--- src/rtl/rv32i_wb_stage.sv ---
// Memory/writeback pipeline: registers the execute bundle (M), aligns and extends
// load data, and drives the register-file write port plus forwarding/hazard info (W).
module rv32i_wb_stage #(
    parameter int XLEN = 32
) (
    input  logic            clk,
    input  logic            reset,
    input  logic            ex_valid,
    input  logic [4:0]      ex_rd,
    input  logic            ex_wb_en,
    input  logic            ex_is_load,
    input  logic [2:0]      ex_funct3,
    input  logic [XLEN-1:0] ex_result,
    input  logic [XLEN-1:0] mem_rdata,
    input  logic            kill,
    input  logic [4:0]      id_rs1,
    input  logic [4:0]      id_rs2,
    output logic            fwd_valid,
    output logic [4:0]      fwd_rd,
    output logic [XLEN-1:0] fwd_data,
    output logic            load_use_hazard,
    output logic            wb_enable,
    output logic [4:0]      wb_reg,
    output logic [XLEN-1:0] wb_data,
    output logic            misalign_err,
    output logic [63:0]     instret
);

    logic            m_valid_r;
    logic [4:0]      m_rd_r;
    logic            m_wb_en_r;
    logic            m_is_load_r;
    logic [2:0]      m_funct3_r;
    logic [XLEN-1:0] m_result_r;

    logic            wb_enable_r;
    logic [4:0]      wb_reg_r;
    logic [XLEN-1:0] wb_data_r;
    logic            misalign_err_r;
    logic [63:0]     instret_r;

    logic [32:0]     ext_s;
    logic            fault_s;
    logic            retire_s;
    logic [XLEN-1:0] sel_data_s;
    logic            fwd_valid_s;
    logic            hazard_s;

    // Returns {fault, data}; fault covers both misalignment and unknown width codes.
    function automatic logic [32:0] load_extract(input logic [2:0]  funct3,
                                                 input logic [1:0]  lane,
                                                 input logic [31:0] rdata);
        logic [7:0]  byte_v;
        logic [15:0] half_v;
        logic [32:0] res_v;
        case (lane)
            2'd0:    byte_v = rdata[7:0];
            2'd1:    byte_v = rdata[15:8];
            2'd2:    byte_v = rdata[23:16];
            default: byte_v = rdata[31:24];
        endcase
        half_v = lane[1] ? rdata[31:16] : rdata[15:0];
        case (funct3)
            3'b000:  res_v = {1'b0, {24{byte_v[7]}}, byte_v};
            3'b100:  res_v = {1'b0, 24'd0, byte_v};
            3'b001:  res_v = {lane[0], {16{half_v[15]}}, half_v};
            3'b101:  res_v = {lane[0], 16'd0, half_v};
            3'b010:  res_v = {(lane != 2'd0), rdata};
            default: res_v = {1'b1, 32'd0};
        endcase
        return res_v;
    endfunction

    // Stage-M load extraction, result selection, forwarding and hazard detection.
    always_comb begin
        ext_s       = load_extract(m_funct3_r, m_result_r[1:0], mem_rdata);
        fault_s     = m_valid_r & m_is_load_r & ext_s[32];
        retire_s    = m_valid_r & ~kill & ~fault_s;
        sel_data_s  = m_is_load_r ? ext_s[31:0] : m_result_r;
        fwd_valid_s = m_valid_r & m_wb_en_r & ~m_is_load_r & (m_rd_r != 5'd0);
        hazard_s    = m_valid_r & m_is_load_r & m_wb_en_r & (m_rd_r != 5'd0) &
                      ((m_rd_r == id_rs1) | (m_rd_r == id_rs2));
    end

    // Stage-M registers; kill only suppresses the effects of the bundle already held here.
    always_ff @(posedge clk) begin
        if (reset) begin
            m_valid_r   <= 1'b0;
            m_rd_r      <= 5'd0;
            m_wb_en_r   <= 1'b0;
            m_is_load_r <= 1'b0;
            m_funct3_r  <= 3'd0;
            m_result_r  <= '0;
        end else begin
            m_valid_r   <= ex_valid;
            m_rd_r      <= ex_rd;
            m_wb_en_r   <= ex_wb_en;
            m_is_load_r <= ex_is_load;
            m_funct3_r  <= ex_funct3;
            m_result_r  <= ex_result;
        end
    end

    // Stage-W registers feeding the register-file write port and fault pulse.
    always_ff @(posedge clk) begin
        if (reset) begin
            wb_enable_r    <= 1'b0;
            wb_reg_r       <= 5'd0;
            wb_data_r      <= '0;
            misalign_err_r <= 1'b0;
        end else begin
            wb_enable_r    <= retire_s & m_wb_en_r & (m_rd_r != 5'd0);
            wb_reg_r       <= m_rd_r;
            wb_data_r      <= sel_data_s;
            misalign_err_r <= m_valid_r & ~kill & fault_s;
        end
    end

    // Retired-instruction counter; writes to x0 still count, wraps naturally.
    always_ff @(posedge clk) begin
        if (reset) begin
            instret_r <= 64'd0;
        end else if (retire_s) begin
            instret_r <= instret_r + 64'd1;
        end else begin
            instret_r <= instret_r;
        end
    end

    assign fwd_valid       = fwd_valid_s;
    assign fwd_rd          = m_rd_r;
    assign fwd_data        = m_result_r;
    assign load_use_hazard = hazard_s;
    assign wb_enable       = wb_enable_r;
    assign wb_reg          = wb_reg_r;
    assign wb_data         = wb_data_r;
    assign misalign_err    = misalign_err_r;
    assign instret         = instret_r;

endmodule

--- config.mk ---
export PLATFORM = sky130hd
export DESIGN_NAME = rv32i_wb_stage
export DESIGN_NICKNAME = d
export VERILOG_FILES = /design/src/rtl/rv32i_wb_stage.sv
export SDC_FILE = /design/constraint.sdc
export NUM_CORES = 1
export LEC_CHECK = 0
export ABC_AREA = 1
export BUFFER_PORTS_ARGS = -buffer_cell sky130_fd_sc_hd__buf_2
export CAP_MARGIN = 30
export CORE_UTILIZATION = 47
export CTS_BUF_LIST = sky130_fd_sc_hd__clkbuf_16
export DETAILED_ROUTE_END_ITERATION = 6
export HOLD_SLACK_MARGIN = 0.02
export PLACE_DENSITY = 0.77
export SYNTH_ARGS = -nofsm -noshare
export SYNTH_HDL_FRONTEND = slang
export SYNTH_SLANG_ARGS = --single-unit
--- constraint.sdc ---
create_clock -name clk -period 1.82 [get_ports clk]
set_clock_uncertainty 0.1 [all_clocks]
set_input_delay 0.091 -clock clk [delete_from_list [all_inputs] [get_ports clk]]
set_output_delay 0.091 -clock clk [all_outputs]
set_load 0.01 [all_outputs]
Word level (Yosys, flattened, before mapping)
Index checks and enable logic that the tools add are counted.
{"block": "classes", "add_sub_neg": 1, "n_reduce_logical": 4, "bitwise": 17, "mux": 4, "n_eq_ne": 8}
{"operator": "$pmux W33 S5", "n": 1}
{"operator": "$add A64 B1 Y64 const B", "n": 1}
{"operator": "$mux W32", "n": 1}
{"operator": "$pmux W8 S3", "n": 1}
{"operator": "$mux W16", "n": 1}
{"operator": "$and A1 B1 Y1", "n": 13}
{"operator": "$eq A5 B5 Y1", "n": 2}
{"operator": "$eq A3 B3 Y1 const B", "n": 2}
{"operator": "$reduce_bool A5 Y1", "n": 1}
{"operator": "$eq A3 B1 Y1 const B", "n": 1}
{"operator": "$eq A3 B2 Y1 const B", "n": 1}
{"operator": "$logic_not A3 Y1", "n": 1}
{"operator": "$not A1 Y1", "n": 3}
{"operator": "$eq A2 B1 Y1 const B", "n": 1}
{"operator": "$eq A2 B2 Y1 const B", "n": 1}
{"operator": "$logic_not A2 Y1", "n": 1}
{"operator": "$reduce_bool A2 Y1", "n": 1}
{"operator": "$or A1 B1 Y1", "n": 1}
{"block": "word_totals", "ff_bits": 146, "input_bits": 88}

Logic depth before layout (Yosys ltp)
Gate-level depths: netlist (run 1).
{"block": "logic_depth", "word_depth": 8, "depth_mapped": 12}

Least setup slack after synthesis (run 1)
OpenSTA, ideal clock, no wires.
{"block": "synth_timing", "path_kind": "reg2reg", "from": "reg instret_r[1] (netlist: instret[1])", "to": "reg instret_r[22] (netlist: instret[22])", "arrival_ns": 1.613, "path_stages_with_launch": 11, "n_path_buf": 1, "synth_period_minus_slack_ns": 1.839, "setup_time_ns": 0.125, "slack_ns": -0.019, "path_cell_list": "dfxtp_1 -> ha_1 -> nand3_2 -> nor2_2 -> nand2_1 -> nor2_4 -> nand2_2 -> nor2_8 -> buf_8 -> xnor2_1 -> nor2_2"}
{"block": "synth_via", "elab_chain_cells": 1}
{"item": "start, declared", "line": "40", "text": "logic [63:0] instret_r;"}
{"item": "start signal, assigned", "line": "124", "text": "instret_r <= instret_r + 64'd1;"}
{"item": "start signal, assigned", "line": "126", "text": "instret_r <= instret_r;"}
{"item": "$add A64 B1 Y64", "line": "124"}
Every way passes these cells.
A chain may end at the register's enable or synchronous reset.

Worst setup path in the final report (run 1)
{"block": "layout_timing", "from": "reg m_result_r[1] (netlist: fwd_data[1])", "to": "reg instret_r[33] (netlist: instret[33])"}
{"block": "layout_via", "elab_chain_cells": 5}
{"item": "start, declared", "line": "34", "text": "logic [XLEN-1:0] m_result_r;"}
{"item": "start signal, assigned", "line": "100", "text": "m_result_r <= ex_result;"}
{"item": "$reduce_bool A2 Y1", "line": "68", "text": "3'b010: res_v = {(lane != 2'd0), rdata};"}
{"item": "$pmux W33 S5", "line": "63", "text": "case (funct3)"}
{"item": "$and A1 B1 Y1", "line": "77", "text": "fault_s = m_valid_r & m_is_load_r & ext_s[32];"}
{"item": "$not A1 Y1", "line": "78", "text": "retire_s = m_valid_r & ~kill & ~fault_s;"}
{"item": "$and A1 B1 Y1", "line": "78"}
Every way passes these cells.

==> results of run 1 <==
==> layout make-up <==
| cell class | count | area, sq um |
|---|---|---|
| Inverter | 151 | 569 |
| Multi-Input combinational cell | 782 | 3890 |
| Fill cell | 1214 | 4360 |
| Clock inverter | 15 | 168 |
| Timing Repair Buffer | 381 | 2550 |
| Clock buffer | 17 | 425 |
| Sequential cell | 146 | 2950 |
| Tap cell | 188 | 235 |
==> metrics by stage <==
| stage | util [%] | hold slack [ps] |
|---|---|---|
| 4_1_cts | 68.3 | 25.3 |
| 5_1_grt | 71.2 | 71.8 |
| 3_3_place_gp | 59.4 | 182 |
| 3_5_place_dp | 59.4 | 193 |
| 6_report | 71.2 | 48.7 |
| 2_1_floorplan | - | 69.7 |
==> cell families after synthesis <==
group                      Yosys count
and+or+nand+nor                    622
buffers and inverters              187
xor gates and xnor gates            13
DFF                                146
adders and majority gates            1
AOI/OAI and AO/OA                  145
==> path summary, 6_finish.rpt <==
kind,slack [ps],start,depth (start not counted),endpoint
min reg2reg,360,fwd_data[7]$_SDFF_PP0_,2,wb_data[7]$_SDFF_PP0_
max reg2reg,-20,fwd_data[1]$_SDFF_PP0_,12,instret[33]$_SDFFE_PP0P_
max,-20,fwd_data[1]$_SDFF_PP0_,12,instret[33]$_SDFFE_PP0P_
min,50,mem_rdata[9],5,wb_data[9]$_SDFF_PP0_
==> cell usage in the layout (no fill, tap or decap), drive strengths merged, types with 3 or more instances in the layout <==
cell,instances
nand2,295
xor2,5
o22ai,3
dfxtp,146
o221ai,5
nand3,63
dlygate4sd3,65
o21ai,43
a21oi,78
bufinv,3
nor3,18
buf,316
nand4,20
clkinv,5
xnor2,8
clkbuf,17
inv,153
clkinvlp,5
nor2,222
a31oi,5
==> metal layers <==
layer	GRT usage [%]	wire length, um	up-vias
met1	34.9	9770	4002
met3	6.58	1920	72
met4	13.4	818	0
li1	-	-	4238
met5	0	0	-
met2	53.3	12700	440
==> what timing repair did <==
item                                    4_1_cts  5_1_grt
hold endpoints to repair                     64        1
gates cloned                                  0        1
resized for setup                            15      100
setup buffers                                 9       14
pin swaps                                     8       34
endpoints found under the setup margin       25       84
hold buffers                                 64        1
==> critical path: stages, from the launching register on <==
cell	delay, ps
dfxtp_2	330
buf_6	110
nor2_4	70
nand2_1	50
nand2_1	80
nand2_2	100
nand2_4	100
nand2_8	100
buf_8	160
nor2_4	210
buf_12	140
a21oi_2	40
o21a_1	120
==> power by group through the flow <==
stage | Combinational, W | Clock (W) | Sequential, W
2_1_floorplan | 0.000379 | 0 | 0.00346
3_3_place_gp | 0.000756 | 0 | 0.00341
3_5_place_dp | 0.000763 | 0 | 0.00341
4_1_cts | 0.000888 | 0.00359 | 0.00334
5_1_grt | 0.00104 | 0.00374 | 0.00336
6_report | 0.000959 | 0.00355 | 0.00335
==> metrics.txt, run 1 <==
clock-pin slew on the worst setup and hold paths=60 ps; status=finished with violations; htree depth=4; largest cells by area after synthesis=dfxtp_1, nand2_1, nor2_1; combinational share of power=12.2%; Layout area overhead=48.4%; Slew @ Worst Pin=635 ps; Seq cells post-synth=146; pre-CTS WS=-75.1 ps; initial antenna violation count=0; number of buffers created by CTS=17; worst hold path type=in -> reg; Total Routing Usage GR=30.1%; layout cell share with drive strength beyond 1=30.6%; post-synthesis cell area=7270 sq um; endpoints failing setup=3; sw power=0.00199 W; drt first pass iters=7; xor-xnor portion of the synthesized cell area=1.57%; routed vias=8752; total die area=16000 sq um; Worst Setup Slack, final=-16.2 ps; PortBufs=229; largest family of logic cells by synthesized area=simple AND/OR/NAND/NOR gates; ys flop type=dfxtp_1; clock root buffer=clkbuf_16; Placed Area=8990 sq um; crit path launch type=register; Detailed Route Iter0 Violations=791; clock sink count=146; Vias per Instance=5.21; Critical Path AT=2050 ps; synth cell count leaders=nand2_1, nor2_1, inv_1; final wirelength=25200 um; Synth top area share=40.2%; RSZ-0062 raised after global routing=true; pin count of the biggest net entering global routing=101; largest area contributor in the netlist=dfxtp_1; sw frac=25.3%; Synth Warn #=0; drt wl/cell=15.0 um; Max Fclk=545 MHz; maximum buffer depth of the clock tree=2; asr flop ratio synth=0%; Die Ht=126 um; Final Wtd Congestion=0.917; total power=0.00786 W; internal power=0.00587 W; syn nets=1203; Syn Inst Count=1114; io pins=230; Period minus WS final=1840 ps; starting density of the core=48.0%; Max Cap Viol=0; library cells used by synthesis=43; setup_tns=-41.3 ps; Slew Viols, Final=0; CTS tree=yes; fin nets=1568; Final Cycle Share=101%; later-pin clock latency in the skew report=420 ps; final instance area=10800 sq um; Pwr Density=729 nW/um^2; failing checks=DRC, setup timing; worst setup path category=reg -> reg; post-synthesis mux area share=0%; fin cells=1680; max reg flops=64; critical path required time=2030 ps; syn avg cell area=6.52 sq um; Synth Area in Adders=0.172%; Pleak=5.29 nW; final hold violations=0; Post-DP HPWL=16600 um; CP max FO=7; ANT cells=0; crit end category=register; Sequential Power Share=42.6%; Die X-Extent=126 um; top-count cell post-synth=nand2_1; vias in the first global route=7901; simple-gate share of the synthesized area=36.7%; row count=45; Worst VDD drop=0.638 mV; clock share of power=45.2%; register area share after synthesis=40.2%; core area=15100 sq um; antenna viol nets, final=0; Overflow after GRT=0; DRC viols=1; first-pass GRT wire length=38300 um; number of synthesized flops with an enable pin=0; Compound-Gate Fraction of Synth Area=11.0%; Post-Place Cells=1560; Max transition margin=57.5%
Note: power is estimated with default switching activity, not from simulation.
==> inputs of run 2 (changes only) <==
--- a/config.mk
+++ b/config.mk
@@ -6,13 +6,13 @@
 export NUM_CORES = 1
 export LEC_CHECK = 0
 export ABC_AREA = 1
-export BUFFER_PORTS_ARGS = -buffer_cell sky130_fd_sc_hd__buf_2
 export CAP_MARGIN = 30
-export CORE_UTILIZATION = 47
+export CORE_UTILIZATION = 58
 export CTS_BUF_LIST = sky130_fd_sc_hd__clkbuf_16
 export DETAILED_ROUTE_END_ITERATION = 6
+export DONT_BUFFER_PORTS = 1
 export HOLD_SLACK_MARGIN = 0.02
-export PLACE_DENSITY = 0.77
+export PLACE_DENSITY = 0.76
 export SYNTH_ARGS = -nofsm -noshare
 export SYNTH_HDL_FRONTEND = slang
 export SYNTH_SLANG_ARGS = --single-unit
==> run 2 against run 1 <==
The flow still finishes with violations (DRC, setup timing); clock-buffer cell count stayed put; via count decreased by 1.4%; critical path depth is 8 lower; sequential power increased by 2%; setup slack got worse by 71 ps; global-route usage is 9.7 points higher; power fell by 5.9%; clock power fell by 11%; core utilization increased by 12 points; hold slack worse by 6.9 ps; first-iteration DRC count is 58% higher; largest cell class unchanged; highest routed layer unchanged.
==> metrics.txt, run 2 (synthesis gave the netlist of run 1 again) <==
status=finished with violations; failing checks=DRC, setup timing; max reg flops=64 (unchanged); Worst VDD drop=0.685 mV (+7.3%); R2R Setup Slk=-20 ps (about the same); routed vias=8627 (-1.4%); CP max stage delay=400 ps (+70 ps); crit path launch type=register; layout cell share with drive strength beyond 1=18.2% (-12 points); Max Cap Viol=0 (unchanged); Pwr Density=730 nW/um^2 (+0.23%); core area=12100 sq um (-20%); Overflow after GRT=0 (unchanged); Slew @ Worst Pin=459 ps (-177 ps); Die X-Extent=114 um (-9.8%); io pins=230 (unchanged); hold_ws=41.8 ps (-6.87 ps); Worst R2R End=wb_data[27]$_SDFF_PP0_; htree depth=4 (unchanged); worst hold path type=in -> reg; final hold violations=0 (unchanged); clock root buffer=clkbuf_16; Worst Setup Slack, final=-87.1 ps (-70.9 ps); drt first pass iters=7 (unchanged); cells along the critical path=inv_1 -> a221oi_2 -> nand4_1 -> a21oi_2; Final Cycle Share=105% (+3.9 points); Total Routing Usage GR=39.8% (+9.7 points); reg2reg path depth=9 (-3); clock-pin slew on the worst setup and hold paths=60 ps (about the same); Final Wtd Congestion=0.984 (+7.3%); maximum buffer depth of the clock tree=2 (unchanged); critical path's top delay family=compound AO/OA/AOI/OAI gates; drt wl/cell=18.1 um (+21%); Worst R2R Start=fwd_data[1]$_SDFF_PP0_; CTS tree=yes; hold path depth=6 (+1); Buf/Inv on CP=1 (-2); utilization after layout=83.6% (+12 points); Die Ht=114 um (-9.8%); vias in the first global route=8101 (+2.5%); initial antenna violation count=3 (+3); crit end category=output pin; Detailed Route Iter0 Violations=1246 (+58%); Post-DP HPWL=15200 um (-8.2%); RSZ-0062 raised after global routing=true; Layout area overhead=39.3%; Slew Viols, Final=0 (unchanged); first-pass GRT wire length=40200 um (+4.9%); clock sink count=146 (unchanged); fin nets=1407 (-10%); starting density of the core=60.0% (+12 points); pin count of the biggest net entering global routing=49 (-51%); row count=40 (-11%); Vias per Instance=5.75 (+10%); Max transition margin=69.3% (+12 points); Max Fclk=524 MHz (-3.7%); Pleak=4.54 nW (-14%); PortBufs=0 (-100%); Hold EP=wb_data[0]$_SDFF_PP0_; commonest cells after routing, fill and taps aside=nand2_1, nor2_1, inv_1; DRC viols=3 (+2); Critical Path Slowest Stage Cell=dfxtp_2; min-delay src=mem_rdata[0]; critical path required time=1630 ps (-400 ps); CP max FO=4 (-3); worst setup path category=reg -> out; commonest non-fill, non-tap cell in the layout=nand2_1; later-pin clock latency in the skew report=430 ps (about the same); total die area=13000 sq um (-19%); CP Depth=4 (-8); Critical Path AT=1720 ps (-330 ps); antenna viol nets, final=0 (unchanged); endpoints failing setup=5 (+2); final wirelength=27200 um (+7.9%); number of buffers created by CTS=17 (unchanged); Period minus WS final=1910 ps (+70.9 ps)
## run 2: how the worst max path moves through the flow
stage,to,startpoint
6_report,load_use_hazard,fwd_rd[3]$_SDFF_PP0_
5_1_grt,load_use_hazard,fwd_rd[3]$_SDFF_PP0_
4_1_cts,load_use_hazard,fwd_rd[1]$_SDFF_PP0_
3_5_place_dp,instret[42]$_SDFFE_PP0P_,instret[0]$_SDFFE_PP0P_
3_3_place_gp,instret[42]$_SDFFE_PP0P_,instret[0]$_SDFFE_PP0P_
2_1_floorplan,instret[22]$_SDFFE_PP0P_,instret[0]$_SDFFE_PP0P_
## run 2: timing repair
action | in CTS | in global routing
cloned | 1 | 1
setup endpoints to repair | 39 | 77
hold buffers | 111 | 0
endpoints found under the hold margin | 109 | 0
resized for setup | 12 | 82
pin swaps | 7 | 22
buffers inserted | 5 | 2
## run 2: power breakdown
part / internal (W) / switching, W / total, W
clock: 0.00172 / 0.00144 / 0.00316
sequential: 0.00330 / 0.000121 / 0.00342
combinational: 0.000355 / 0.000455 / 0.000810
## run 2: cell type report
type	count	area, sq um
multi-input combinational	783	3850
clock inverter	15	96.3
antenna	2	5.00
sequential	146	2960
inverter	151	573
fill	728	1990
timing repair buffer	219	2010
tap	168	210
clock buffer	17	425
## run 2: worst register-to-register path, stage by stage (launching register included)
cell     delay, ps
dfxtp_2        400
buf_6          200
nand2_1         80
nand2_1        120
nor2_1          90
nor2_2         230
nand2_4        180
nand2_1        120
nand2_1         60
a21oi_1        190
## run 2: metal layers
metal  global-route usage [%]  routed length (um)
met5                     1.18                   0
met4                     25.7                1770
met3                     13.0                2730
met2                     66.8               13100
met1                     43.1                9620
## run 2: metrics by stage
stage / instances / setup slack [ps] / TNS, ps / instance area (sq um) / total power [W]
6_report: 1501 / -87.1 / -128 / 10100 / 0.00739
5_1_grt: 1501 / -295 / -2640 / 10100 / 0.00761
4_1_cts: 1496 / -46.9 / -51.0 / 9850 / 0.00724
3_5_place_dp: 1347 / -57.4 / -438 / 8080 / 0.00394
3_3_place_gp: 1347 / -24.4 / -40.7 / 8080 / 0.00393
2_1_floorplan: 1114 / 4.35 / 0 / 7270 / 0.00384
